==> src/rtl/bus_arbiter.sv <==
// Two-port bus arbiter: serialises instruction-fetch and load/store accesses onto one
// external bus (MEM has priority), stalls the waiting port, holds returned data and drains flushed cycles.
module bus_arbiter #(
  parameter int AW = 32,
  parameter int DW = 32
) (
  input  logic          clk,
  input  logic          rst,
  input  logic [5:0]    stall,
  input  logic          flush,
  input  logic          if_ce,
  input  logic [AW-1:0] if_addr,
  output logic [DW-1:0] if_rdata,
  input  logic          mem_ce,
  input  logic          mem_we,
  input  logic [3:0]    mem_sel,
  input  logic [AW-1:0] mem_addr,
  input  logic [DW-1:0] mem_wdata,
  output logic [DW-1:0] mem_rdata,
  output logic          stallreq_if,
  output logic          stallreq_mem,
  output logic          bus_req,
  output logic          bus_we,
  output logic [3:0]    bus_sel,
  output logic [AW-1:0] bus_addr,
  output logic [DW-1:0] bus_wdata,
  input  logic          bus_ack,
  input  logic [DW-1:0] bus_rdata
);

  typedef enum logic [2:0] {
    IDLE     = 3'd0,
    MEM_BUSY = 3'd1,
    IF_BUSY  = 3'd2,
    MEM_HOLD = 3'd3,
    IF_HOLD  = 3'd4,
    DRAIN    = 3'd5
  } state_t;

  state_t        state_q, state_d;
  logic          launch_mem, launch_if, bus_clr, latch_mem, latch_if;
  logic [DW-1:0] mem_hold_q, if_hold_q;

  always_ff @(posedge clk) begin
    if (rst) state_q <= IDLE;
    else     state_q <= state_d;
  end

  always_comb begin
    state_d    = state_q;
    launch_mem = 1'b0;
    launch_if  = 1'b0;
    bus_clr    = 1'b0;
    latch_mem  = 1'b0;
    latch_if   = 1'b0;
    case (state_q)
      IDLE: begin
        if (!flush) begin
          if (mem_ce) begin
            launch_mem = 1'b1;
            state_d    = MEM_BUSY;
          end else if (if_ce) begin
            launch_if = 1'b1;
            state_d   = IF_BUSY;
          end
        end
      end
      MEM_BUSY: begin
        // An ack that coincides with a flush completes the cycle but the data is discarded.
        if (bus_ack) begin
          bus_clr = 1'b1;
          if (flush) state_d = IDLE;
          else begin
            latch_mem = 1'b1;
            state_d   = MEM_HOLD;
          end
        end else if (flush) begin
          state_d = DRAIN;
        end
      end
      IF_BUSY: begin
        if (bus_ack) begin
          bus_clr = 1'b1;
          if (flush) state_d = IDLE;
          else begin
            latch_if = 1'b1;
            state_d  = IF_HOLD;
          end
        end else if (flush) begin
          state_d = DRAIN;
        end
      end
      MEM_HOLD: if (!stall[3] || flush) state_d = IDLE;
      IF_HOLD:  if (!stall[1] || flush) state_d = IDLE;
      DRAIN: begin
        if (bus_ack) begin
          bus_clr = 1'b1;
          state_d = IDLE;
        end
      end
      default: state_d = IDLE;
    endcase
  end

  // Bus outputs stay frozen from launch until the ack edge, then return to zero.
  always_ff @(posedge clk) begin
    if (rst || bus_clr) begin
      bus_req   <= 1'b0;
      bus_we    <= 1'b0;
      bus_sel   <= 4'b0000;
      bus_addr  <= '0;
      bus_wdata <= '0;
    end else if (launch_mem) begin
      bus_req   <= 1'b1;
      bus_we    <= mem_we;
      bus_sel   <= mem_sel;
      bus_addr  <= mem_addr;
      bus_wdata <= mem_wdata;
    end else if (launch_if) begin
      bus_req   <= 1'b1;
      bus_we    <= 1'b0;
      bus_sel   <= 4'b1111;
      bus_addr  <= if_addr;
      bus_wdata <= '0;
    end
  end

  always_ff @(posedge clk) begin
    if (rst) begin
      mem_hold_q <= '0;
      if_hold_q  <= '0;
    end else begin
      if (latch_mem) mem_hold_q <= bus_rdata;
      if (latch_if)  if_hold_q  <= bus_rdata;
    end
  end

  assign mem_rdata    = (state_q == MEM_HOLD) ? mem_hold_q : '0;
  assign if_rdata     = (state_q == IF_HOLD)  ? if_hold_q  : '0;
  assign stallreq_mem = mem_ce & ~flush & (state_q != MEM_HOLD);
  assign stallreq_if  = if_ce  & ~flush & (state_q != IF_HOLD);

endmodule
==> config.mk <==
export PLATFORM = sky130hd
export DESIGN_NAME = bus_arbiter
export DESIGN_NICKNAME = d
export VERILOG_FILES = /design/src/rtl/bus_arbiter.sv
export SDC_FILE = /design/constraint.sdc
export NUM_CORES = 1
export LEC_CHECK = 0
export CAP_MARGIN = 20
export CELL_PAD_IN_SITES_DETAIL_PLACEMENT = 0
export CELL_PAD_IN_SITES_GLOBAL_PLACEMENT = 1
export CORE_MARGIN = 5
export CORE_UTILIZATION = 31
export CTS_BUF_LIST = sky130_fd_sc_hd__clkbuf_2 sky130_fd_sc_hd__clkbuf_4 sky130_fd_sc_hd__clkbuf_8
export DETAILED_ROUTE_END_ITERATION = 6
export PLACE_DENSITY_LB_ADDON = 0.15
export SYNTH_ARGS = -nofsm -noshare
export SYNTH_HDL_FRONTEND = slang
export SYNTH_SLANG_ARGS = --single-unit
==> constraint.sdc <==
create_clock -name clk -period 2.6 [get_ports clk]
set_input_delay 0.26 -clock clk [delete_from_list [all_inputs] [get_ports clk]]
set_output_delay 0.26 -clock clk [all_outputs]
set_load 0.03 [all_outputs]
## Word level (Yosys, flattened, before mapping)

Cells that the tools add are included.

| storage, ports and cells | value |
|---|---|
| bits in registers | 137 |
| input bits | 145 |
| output and inout port bits | 136 |
| word-level logic and storage cells | 71 |

| operators by class | value |
|---|---|
| equality and inequality tests | 12 |
| muxes and demuxes | 37 |
| bitwise gates (word level) | 5 |
| reductions and logical operators | 9 |

Operators by type and width:

| cell | number |
|---|---|
| $mux W32 | 6 |
| $mux W3 | 10 |
| $pmux W3 S6 | 1 |
| $mux W1 | 17 |
| $mux W4 | 2 |
| $ne A2 B2 Y1 const B | 4 |
| $eq A3 B2 Y1 const B | 2 |
| $eq A3 B3 Y1 const B | 2 |
| $ne A3 B3 Y1 const B | 2 |
| $reduce_and A5 Y1 | 1 |
| $and A1 B1 Y1 | 4 |
| $eq A3 B1 Y1 const B | 1 |
| $logic_not A3 Y1 | 1 |
| $logic_or A1 B1 Y1 | 3 |
| $ne A3 B2 Y1 const B | 1 |
| $reduce_or A3 Y1 | 1 |
| $logic_not A1 Y1 | 2 |
| $mux W2 | 1 |
| $reduce_bool A2 Y1 | 1 |
| $not A1 Y1 | 1 |

## Depth between registers and ports, before layout

Gate-level depths: netlist of the first run.

| depth | value |
|---|---|
| word-level depth | 6 |
| depth in mapped cells | 7 |
| gate-level depth less buffers | 4 |

## Worst setup path after synthesis of the first run

Ideal clock, no wire load.

| timing path | value |
|---|---|
| path kind | register to output |
| start | register state_q[0] |
| end | output port stallreq_mem |
| arrival time | 1.687 ns |
| data required time | 2.340 ns |
| slack | 0.653 ns |
| cell stages (with the launch flop) | 6 |
| buffers on the path | 3 |
| path through | dfxtp_1 -> buf_6 -> and3b_1 -> buf_2 -> clkbuf_1 -> nor3b_1 |

| between the ends | value |
|---|---|
| cells in the longest elaborated chain, start to end | 2 |

Ends and longest elaborated chain:

| what | line | source |
|---|---|---|
| start: declaration | 40 | `state_t state_q, state_d;` |
| start signal: assignment | 46 | `else state_q <= state_d;` |
| $ne A3 B2 Y1 | 140 | `assign stallreq_mem = mem_ce & ~flush & (state_q != MEM_HOLD);` |
| $and A1 B1 Y1 | 140 |  |
| end: declaration | 21 | `output logic stallreq_mem,` |

No other way between the ends.

## Final worst setup path of the first run

| timing path | value |
|---|---|
| start | register state_q[2] |
| end | output port stallreq_mem |

The elaborated chain is that of the path after synthesis.

==> results of run 1 <==
-- synth_stat cells, types with 2 or more instances --
| master | number | area [um^2] |
|---|---|---|
| o21ai_0 | 2 | 10.01 |
| dfxtp_1 | 137 | 2743 |
| nor2_1 | 76 | 285.3 |
| nand2b_1 | 4 | 25.02 |
| o21ai_1 | 2 | 10.01 |
| nor3_1 | 9 | 45.04 |
| o22ai_1 | 36 | 225.2 |
| clkbuf_1 | 30 | 112.6 |
| a311oi_1 | 2 | 17.52 |
| buf_2 | 13 | 65.06 |
| nor2b_1 | 3 | 18.77 |
| a22oi_1 | 33 | 247.7 |
| nand3b_1 | 3 | 22.52 |
| nor3_2 | 26 | 260.3 |
| a21oi_1 | 65 | 325.3 |
| buf_4 | 11 | 82.58 |
| and2_1 | 65 | 406.6 |
| nor3b_1 | 2 | 15.01 |
| buf_6 | 5 | 56.30 |
| nand2_1 | 129 | 484.2 |
-- cell families after synthesis --
family / share of synthesized area, %
buf+inv: 5.694
flops: 48.75
compound gates: 16.04
mux: 0.1779
simple gates: 29.34
-- worst reg2reg max path, delay by kind of cell, from the launching register on --
kind                   cells  cell delay [ns]
buffers and inverters      2             0.42
and+or+nand+nor            2             0.30
AOI/OAI and AO/OA          2             0.62
DFF                        1             0.31
-- flip-flops by register name, summed over array words and instances, names as in the netlist --
signal / flops
bus_we: 1
state_q: 3
bus_addr: 32
mem_hold_q: 32
bus_sel: 4
bus_req: 1
if_hold_q: 32
bus_wdata: 32
-- metal layers --
| metal | wire length (um) | GRT usage, % | vias up |
|---|---|---|---|
| li1 | - | - | 2758 |
| met1 | 7398 | 19.96 | 2566 |
| met2 | 9351 | 29.72 | 207 |
| met3 | 1697 | 5.981 | 29 |
| met4 | 463 | 5.940 | 0 |
| met5 | 0 | 0 | - |
-- power by group through the flow --
stage               sequential, mW  clock [mW]  combinational [mW]
finish                        2.45        1.69                1.97
global route                  2.48        1.86                2.13
floorplan                     2.85           0               0.829
detailed placement            2.50           0                1.99
CTS                           2.45        1.77                1.99
global placement              2.49           0                1.96
-- how the worst max path moves through the flow --
stage	start	to	slack, ns	depth (start not counted)
2_1_floorplan	state_q[0]$_SDFFE_PP0P_	stallreq_mem	0.65	5
3_3_place_gp	mem_ce	stallreq_mem	0.48	3
3_5_place_dp	mem_ce	stallreq_mem	0.43	3
4_1_cts	state_q[2]$_SDFFE_PP0P_	stallreq_mem	0.35	3
5_1_grt	state_q[2]$_SDFFE_PP0P_	stallreq_mem	0.34	3
6_report	state_q[2]$_SDFFE_PP0P_	stallreq_mem	0.43	3
-- per-stage QoR --
stage               instance area, um^2  util, %  power [mW]
CTS                                8818    49.26       6.216
detailed placement                 8429    47.09       4.489
global placement                   8429    47.09       4.446
floorplan                          5625        -       3.682
global route                       8818    49.26       6.461
finish                             8818    49.26       6.117
-- layout make-up --
class	instances	area (um^2)
fill	1712	9084
timing repair buffer	296	2820
inverter	1	3.754
tap	229	286.5
multi-input combinational	472	2576
sequential	137	2743
clock inverter	10	92.59
clock buffer	22	296.5
==> impl_results.md, run 1 <==
- Outcome: finished, final reports clean
- Maxcap violations: 0
- Initial DRC count: 262
- Final hold vios: 0
- Worst path bufs/invs: 1
- # setup viols final: 0
- Post-CTS sizing: 0
- Data arrival, critical path: 1.91 ns
- EDFF count, synth: 0
- Starting density of the core: 31.42%
- Final Cycle Share: 83.46%
- Crit start category: flop
- Ys flop type: dfxtp_1
- HPWL after DPL: 13690 um
- Most frequent cells in the layout: clkdlybuf4s50_1, dfxtp_1, nand2_1, buf_4, nor2_1
- Die Area: 0.02094 mm^2
- Largest fanout on the critical path: 2
- CTS Hold Bufs: 0
- Fin Setup TNS: 0 ns
- Worst hold path type: primary input to flop
- Syn_nets: 814
- Die Y: 144.7 um
- CTS H-tree depth: 4
- Internal Pwr Total: 4.056 mW
- Seq cells post-synth: 137
- Clk Latency, worst-skew pair: 0.43 ns
- Worst path top cell family by delay: buffers and inverters
- Sink Count: 137
- FF-to-FF Start: state_q[2]$_SDFFE_PP0P_
- Diode count: 0
- Router iterations before antenna repair: 4
- Number of post-CTS setup repair buffers: 0
- Clock transition at path regs: 0.08 ns
- Static Leak: 3.329 nW
- Switching pwr: 2.062 mW
- Cell at the root of the clock tree: clkbuf_8
- Sw Share: 33.70%
- Relative slew slack: 65.92%
- Worst r2r path cells: 6
- Worst path slowest cell: clkdlybuf4s50_1
- Largest net degree at the start of global routing: 71
- Worst IR Drop VDD: 341.5 uV
- Post-synthesis sequential area ratio: 48.75%
- Vias per cell: 4.764
- Reg power frac: 40.1%
- Worst Skew: 0.007929 ns
- Cell Area, Synth: 0.005625 mm^2
- Yosys cell types: 36
- Pwr Density: 693.7 mW/mm^2
- Core ar.: 0.01790 mm^2
- Clock Path Buffers: 2
- Max-slew violation count: 0
- CP Capture Type: primary output
- Fin nets: 1070
- RSZ-0062 raised after global routing: no
- Hold slack: 0.2800 ns
- Initial antenna violation count: 0
- # rows: 49
- Origin of the worst min-delay path: rst
- Worst endpoint required time: 2.34 ns
- DP Cell Count: 1135
- Comb pwr share: 32.3%
- Area Overhead vs Synth: 56.76%
- Post-place setup slack: 0.4336 ns
- Min-Delay Path Depth: 2
- DRC viols: 0
- Crit path cell chain: and3b_1 > nor3b_1 > clkdlybuf4s50_1
- Finished Layout Cells: 1167
- Number of I/O port buffers: 276
- Synthesized instance count: 669
- Avg Cell Area, Syn: 8.409 um^2
- Number of global-route vias before repair: 5508
- Clock power frac: 27.7%
- Critical path class: flop to primary output
- Worst Hold End: mem_hold_q[23]$_SDFFE_PP0P_
- FF-to-FF End: state_q[1]$_SDFFE_PP0P_
- DIE WIDTH: 144.7 um
- Synth Warn #: 0
- Routed WL: 18910 um
- Worst path max stage delay: 0.73 ns
- Layout cells sized above 1: 16.20%
- DR WL/cell: 16.20 um
- Worst Tran Pin Value: 0.5113 ns
- Inserted Clock Buffers: 17
- CTS tree: built
- Final worst setup slack: 0.4300 ns
- GRT Residual Overflow: 0
- Post-route minimum period: 2.170 ns
- GP Congestion: 0.7723
- R2R setup slack: 0.86 ns
- Gr usage total: 17.25%
- Most common cell after layout, fill and taps aside: clkdlybuf4s50_1
- Post-synth ARST share: 0%
- Fmax: 460.8 MHz
- Antenna-violating nets left: 0
- IO Pins: 281
- Vias: 5560
- First-pass GRT wire length: 28630 um
(Power assumes the default switching activity.)
==> run 2: changes to the inputs <==
--- a/config.mk
+++ b/config.mk
@@ -9,7 +9,7 @@
 export CELL_PAD_IN_SITES_DETAIL_PLACEMENT = 0
 export CELL_PAD_IN_SITES_GLOBAL_PLACEMENT = 1
 export CORE_MARGIN = 5
-export CORE_UTILIZATION = 31
+export CORE_UTILIZATION = 29
 export CTS_BUF_LIST = sky130_fd_sc_hd__clkbuf_2 sky130_fd_sc_hd__clkbuf_4 sky130_fd_sc_hd__clkbuf_8
 export DETAILED_ROUTE_END_ITERATION = 6
 export PLACE_DENSITY_LB_ADDON = 0.15
==> constraint.sdc (replaced) <==
create_clock -name clk -period 2.2 [get_ports clk]
set_input_delay 0.22 -clock clk [delete_from_list [all_inputs] [get_ports clk]]
set_output_delay 0.22 -clock clk [all_outputs]
set_load 0.03 [all_outputs]
==> run 2 against run 1 <==
Highest routed layer unchanged; clock skew about the same; largest cell class unchanged; worst setup slack worse by 0.24 ns; combinational power up 17%; non-clock buffer count down 3; clock power up 49%; power up 27%; core utilization down 2.8 points; global-route usage down 0.36 points; first-iteration DRC count down 13%; cell area up 1.6%; wire length up 3.5%.
==> impl_results.md, run 2 (synthesized netlist as in run 1, its figures left out) <==
- Layout cells sized above 1: 16.36% (+0.16 points)
- Crit start category: flop
- FF-to-FF Start: state_q[2]$_SDFFE_PP0P_
- Final Util: 46.48% (-2.8 points)
- DP Cell Count: 1168 (+2.9%)
- Number of global-route vias before repair: 5457 (-0.93%)
- Initial antenna violation count: 0 (unchanged)
- CP Capture Type: primary output
- DR WL/cell: 16.30 um (+0.57%)
- FF-to-FF End: state_q[1]$_SDFFE_PP0P_
- Fin nets: 1067 (-0.28%)
- Critical path class: flop to primary output
- GP Congestion: 0.7868 (+1.9%)
- Worst Tran Pin Value: 0.6850 ns (+0.1737 ns)
- Number of post-CTS setup repair buffers: 0 (unchanged)
- R2R setup slack: 0.54 ns (-0.32 ns)
- # rows: 51 (+4.1%)
- Router iterations before antenna repair: 4 (unchanged)
- Initial DRC count: 227 (-13%)
- Inserted Clock Buffers: 17 (unchanged)
- Static Leak: 3.369 nW (+1.2%)
- Reg power frac: 37.9% (-2.2 points)
- Most frequent cells in the layout: clkdlybuf4s50_1, dfxtp_1, nand2_1, nor2_1, buf_4
- Outcome: finished, final reports clean
- Sw Share: 31.57% (-2.1 points)
- # setup viols final: 0 (unchanged)
- Sink Count: 137 (unchanged)
- Post-route minimum period: 2.009 ns
- Met3 GRT Util: 6.928% (+0.95 points)
- Post-CTS sizing: 3 (+3)
- Vias: 5481 (-1.4%)
- Most common cell after layout, fill and taps aside: clkdlybuf4s50_1
- First-pass GRT wire length: 29800 um (+4.1%)
- Post-place setup slack: 0.3208 ns (-0.1128 ns)
- Relative slew slack: 54.33% (-12 points)
- Clock transition at path regs: 0.08 ns (about the same)
- Fin Setup TNS: 0 ns (unchanged)
- CTS Hold Bufs: 0 (unchanged)
- Worst Hold End: state_q[2]$_SDFFE_PP0P_
- Switching pwr: 2.450 mW (+19%)
- Final hold vios: 0 (unchanged)
- Largest net degree at the start of global routing: 71 (unchanged)
- Comb pwr share: 29.6% (-2.7 points)
- Routed WL: 19570 um (+3.5%)
- Starting density of the core: 29.19% (-2.2 points)
- Largest fanout on the critical path: 34 (+32)
- Origin of the worst min-delay path: rst
- Worst Skew: 0.007911 ns (-0.00001735 ns)
- Met2 usage: 28.58% (-1.1 points)
- Antenna-violating nets left: 0 (unchanged)
- Worst endpoint required time: 1.98 ns (-0.36 ns)
- GRT busiest layer: met2
- Internal Pwr Total: 5.311 mW (+31%)
- Clock Path Buffers: 2 (unchanged)
- DIE WIDTH: 149.3 um (+3.2%)
- Die Area: 0.02228 mm^2 (+6.4%)
- Cell at the root of the clock tree: clkbuf_8
- HPWL after DPL: 13850 um (+1.2%)
- Number of I/O port buffers: 276 (unchanged)
- Worst hold path type: primary input to flop
- GRT Residual Overflow: 0 (unchanged)
- DRC viols: 0 (unchanged)
- Die Y: 149.3 um (+3.2%)
- Area Overhead vs Synth: 59.23%
- Vias per cell: 4.564 (-4.2%)
- Core ar.: 0.01927 mm^2 (+7.6%)
- Finished Layout Cells: 1201 (+2.9%)
- Worst Setup SP: state_q[2]$_SDFFE_PP0P_
- CTS H-tree depth: 4 (unchanged)
- Fmax: 497.8 MHz
- Maxcap violations: 0 (unchanged)
- Min-Delay Path Depth: 2 (unchanged)
- Pwr Density: 866.5 mW/mm^2 (+25%)
- Worst IR Drop VDD: 410.2 uV (+20%)
- Met1 Resource Use GR: 19.66% (-0.31 points)
- RSZ-0062 raised after global routing: no
- IO Pins: 281 (unchanged)
- Final Cycle Share: 91.32%
- CTS tree: built
- Final worst setup slack: 0.1910 ns (-0.2390 ns)
- Data arrival, critical path: 1.79 ns (-0.12 ns)
- Clk Latency, worst-skew pair: 0.44 ns (about the same)
- Worst r2r path cells: 5 (-1)
- Max-slew violation count: 0 (unchanged)
- Clock power frac: 32.4% (+4.7 points)
- Gr usage total: 16.89% (-0.36 points)
[run 2: cell count changes in the layout (fill, tap and decap cells not counted)]
cell             before  now
clkbuf_8             21   19
buf_12                6    7
buf_4                79   76
dfxtp_1             137  134
clkdlybuf4s50_1     210  209
dfxtp_2               0    3
bufinv_16             1    6
inv_6                 1    0
clkinv_2              4    3
clkinv_4              3    2
diode_2               0    1
[run 2: layer usage]
| layer | vias to the layer above | share of wire (%) |
|---|---|---|
| li1 | 2755 | - |
| met3 | 23 | 8.5 |
| met1 | 2520 | 40 |
| met5 | - | 0 |
| met2 | 183 | 49 |
| met4 | 0 | 1.9 |
[run 2: critical path, stage by stage, from the launching register on]
cell     delay [ns]
dfxtp_2        0.51
nor3b_4        0.28
buf_12         0.21
and2_1         0.18
buf_4          0.17
[run 2: layout make-up]
class / instances / area [um^2]
fillers: 1870 / 10310
repair buffers: 293 / 2808
flip-flops and latches: 137 / 2746
multi-input cells: 472 / 2576
well taps: 265 / 331.6
clock buffers: 20 / 269.0
clock inverters: 12 / 220.2
inverters: 1 / 3.754
diodes: 1 / 2.502
[run 2: metrics by stage]
step / power, mW / area [um^2] / hold WS [ns]
4_1_cts: 7.882 / 8955 / 0.02057
3_5_place_dp: 5.322 / 8462 / 0.4426
6_report: 7.762 / 8957 / 0.06342
5_1_grt: 8.162 / 8955 / 0.01841
3_3_place_gp: 5.273 / 8462 / 0.4383
2_1_floorplan: 4.351 / 5625 / 0.3560
[run 2: power groups by stage]
| stage | Clock (mW) | Combinational (mW) | Sequential, mW |
|---|---|---|---|
| 2_1_floorplan | 0 | 0.980 | 3.37 |
| 3_3_place_gp | 0 | 2.29 | 2.98 |
| 3_5_place_dp | 0 | 2.32 | 3.00 |
| 4_1_cts | 2.61 | 2.33 | 2.95 |
| 5_1_grt | 2.72 | 2.46 | 2.98 |
| 6_report | 2.52 | 2.30 | 2.94 |
[run 2: how the worst max path moves through the flow]
stage                                 endpoint  slack [ns]  depth (start not counted)
finish                            if_rdata[10]        0.19                          4
detailed placement  mem_hold_q[6]$_SDFFE_PP0P_        0.32                          6
floorplan                         stallreq_mem        0.29                          5
global route                     mem_rdata[16]        0.07                          4
CTS                               mem_rdata[4]        0.14                          4
global placement    mem_hold_q[9]$_SDFFE_PP0P_        0.33                          6
==> run 3: changes to the inputs <==
--- a/config.mk
+++ b/config.mk
@@ -5,14 +5,13 @@
 export SDC_FILE = /design/constraint.sdc
 export NUM_CORES = 1
 export LEC_CHECK = 0
-export CAP_MARGIN = 20
 export CELL_PAD_IN_SITES_DETAIL_PLACEMENT = 0
 export CELL_PAD_IN_SITES_GLOBAL_PLACEMENT = 1
 export CORE_MARGIN = 5
 export CORE_UTILIZATION = 29
 export CTS_BUF_LIST = sky130_fd_sc_hd__clkbuf_2 sky130_fd_sc_hd__clkbuf_4 sky130_fd_sc_hd__clkbuf_8
 export DETAILED_ROUTE_END_ITERATION = 6
-export PLACE_DENSITY_LB_ADDON = 0.15
+export PLACE_DENSITY_LB_ADDON = 0.2
 export SYNTH_ARGS = -nofsm -noshare
 export SYNTH_HDL_FRONTEND = slang
 export SYNTH_SLANG_ARGS = --single-unit
==> run 3 against run 2 <==
Maximum frequency decreased by 0.64%; register-to-register slack improved by 0.04 ns; critical endpoint is now mem_rdata[5]; critical path depth unchanged.
==> impl_results.md, run 3 (synthesized netlist as in run 1, its figures left out) <==
- Outcome: finished, final reports clean
- Final worst setup slack: 0.1781 ns (-0.01295 ns)
- Post-route minimum period: 2.022 ns (+0.01295 ns)
- DR WL/cell: 16.19 um (-0.65%)
- FF-to-FF End: bus_addr[0]$_SDFFE_PP0P_
- Most common cell after layout, fill and taps aside: clkdlybuf4s50_1
- Vias per cell: 4.529 (-0.77%)
- Largest fanout on the critical path: 35 (+2.9%)
- Antenna-violating nets left: 0 (unchanged)
- Worst IR Drop VDD: 419.6 uV (+2.3%)
- Crit path cell chain: and3b_1 > buf_12 > and2_1 > buf_4
- Switching pwr: 2.474 mW (+0.96%)
- Clock Path Buffers: 2 (unchanged)
- Post-place setup slack: 0.2319 ns (-0.08892 ns)
- Maxcap violations: 0 (unchanged)
- Fmax: 494.6 MHz (-0.64%)
- FF-to-FF Start: state_q[1]$_SDFFE_PP0P_
- CP Depth: 4 (unchanged)
- Gr usage total: 16.77% (-0.12 points)
- Initial DRC count: 174 (-23%)
- First-pass GRT wire length: 29640 um (-0.56%)
- CTS tree: built
- CTS Hold Bufs: 0 (unchanged)
- Worst endpoint required time: 1.98 ns (about the same)
- Clock power frac: 29.9% (-2.5 points)
- Number of global-route vias before repair: 5303 (-2.8%)
- Clk Latency, worst-skew pair: 0.45 ns (about the same)
- Final hold vios: 0 (unchanged)
- Final Cycle Share: 91.91% (+0.59 points)
- Router iterations before antenna repair: 4 (unchanged)
- DP Cell Count: 1171 (+0.26%)
- Min-Delay Path Depth: 2 (unchanged)
- Die Y: 149.3 um (unchanged)
- GRT Residual Overflow: 0 (unchanged)
- HPWL after DPL: 13530 um (-2.3%)
- Crit start category: flop
- Internal Pwr Total: 5.005 mW (-5.8%)
- Data arrival, critical path: 1.80 ns (about the same)
- R2R setup slack: 0.58 ns (+0.04 ns)
- Diode count: 0 (-1)
- Reg power frac: 39.2% (+1.3 points)
- Pwr Density: 838.6 mW/mm^2 (-3.2%)
- Max-slew violation count: 0 (unchanged)
- Vias: 5448 (-0.60%)
- GP Congestion: 0.7306 (-7.1%)
- Core ar.: 0.01927 mm^2 (unchanged)
- Origin of the worst min-delay path: rst
- Inserted Clock Buffers: 17 (unchanged)
- IO Pins: 281 (unchanged)
- Static Leak: 3.353 nW (-0.49%)
- Hold slack: 0.2050 ns (+0.1416 ns)
- Area Overhead vs Synth: 58.54%
- Sw Share: 33.08% (+1.5 points)
- Worst path max stage delay: 0.52 ns (about the same)
- Cell at the root of the clock tree: clkbuf_8
- Number of post-CTS setup repair buffers: 0 (unchanged)
- DRC viols: 0 (unchanged)
- Number of I/O port buffers: 276 (unchanged)
- Initial antenna violation count: 0 (unchanged)
- Die Area: 0.02228 mm^2 (unchanged)
- Comb pwr share: 30.9% (+1.3 points)
- Worst path top cell family by delay: flip-flops
- Worst r2r path cells: 5 (unchanged)
- CTS H-tree depth: 4 (unchanged)
- # setup viols final: 0 (unchanged)
- Clock transition at path regs: 0.08 ns (about the same)
- Worst Tran Pin Value: 0.4262 ns (-0.2588 ns)
- Critical path class: flop to primary output
- Worst Skew: 0.01322 ns (+0.005307 ns)
- Sink Count: 137 (unchanged)
- Largest net degree at the start of global routing: 52 (-27%)
- Layout cells sized above 1: 16.63% (+0.27 points)
- Worst hold path type: primary input to flop
- Worst path slowest cell: dfxtp_2
- Relative slew slack: 71.59% (+17 points)
- Worst Hold End: mem_hold_q[6]$_SDFFE_PP0P_
- Fin Setup TNS: 0 ns (unchanged)
- Finished Layout Cells: 1203 (+0.17%)
- Fin nets: 1070 (+0.28%)
- Worst path bufs/invs: 2 (unchanged)
- Starting density of the core: 29.19% (unchanged)
- CP Capture Type: primary output
- RSZ-0062 raised after global routing: no
- Most frequent cells in the layout: clkdlybuf4s50_1, dfxtp_1, nand2_1, buf_4, nor2_1
- Routed WL: 19480 um (-0.49%)
- # rows: 51 (unchanged)
- DIE WIDTH: 149.3 um (unchanged)
run 3: changes by cell type in the layout (fill, tap and decap cells not counted):
cell and delta:
bufinv_16 -3, buf_4 +2, clkbuf_4 +2, buf_6 +1
clkinv_2 -1, clkinv_4 +1, diode_2 -1, inv_6 +1
run 3: worst max-delay path by stage:
stage / from / end / slack, ns
after floorplan: state_q[0]$_SDFFE_PP0P_ / stallreq_mem / 0.29
after global placement: flush / mem_hold_q[8]$_SDFFE_PP0P_ / 0.23
after detailed placement: flush / mem_hold_q[2]$_SDFFE_PP0P_ / 0.23
after CTS: state_q[2]$_SDFFE_PP0P_ / if_rdata[5] / 0.06
after global routing: state_q[1]$_SDFFE_PP0P_ / mem_rdata[5] / 0.05
final: state_q[1]$_SDFFE_PP0P_ / mem_rdata[5] / 0.18
run 3: cell type report:
class | instances | area (um^2)
inverter | 1 | 3.754
fill | 1973 | 10350
clock inverter | 10 | 142.6
sequential | 137 | 2746
timing repair buffer | 296 | 2834
multi-input combinational | 472 | 2576
tap | 265 | 331.6
clock buffer | 22 | 284.0
run 3: power by group through the flow:
stage	clock, mW	sequential, mW	combinational (mW)
finish	2.23	2.93	2.31
global route	2.43	2.98	2.48
CTS	2.32	2.94	2.35
detailed placement	0	2.99	2.34
global placement	0	2.98	2.33
floorplan	0	3.37	0.980
run 3: layer usage:
metal / routed length, um / vias to the layer above / global-route usage, %
li1: - / 2761 / -
met2: 9127 / 176 / 27.22
met1: 8450 / 2489 / 21.01
met3: 1597 / 22 / 6.229
met4: 302 / 0 / 4.531
met5: 0 / - / 0
run 3: timing repair:
item                                    4_1_cts  5_1_grt
hold endpoints to repair                      0        0
endpoints found under the setup margin       64        6
resized for setup                             3        1
run 3: stage by stage:
step / total power, mW / utilization [%] / area [um^2]
after floorplan: 4.351 / - / 5625
after global placement: 5.315 / 44.03 / 8484
after detailed placement: 5.327 / 44.03 / 8484
after CTS: 7.598 / 46.27 / 8917
after global routing: 7.888 / 46.28 / 8919
final: 7.479 / 46.28 / 8919
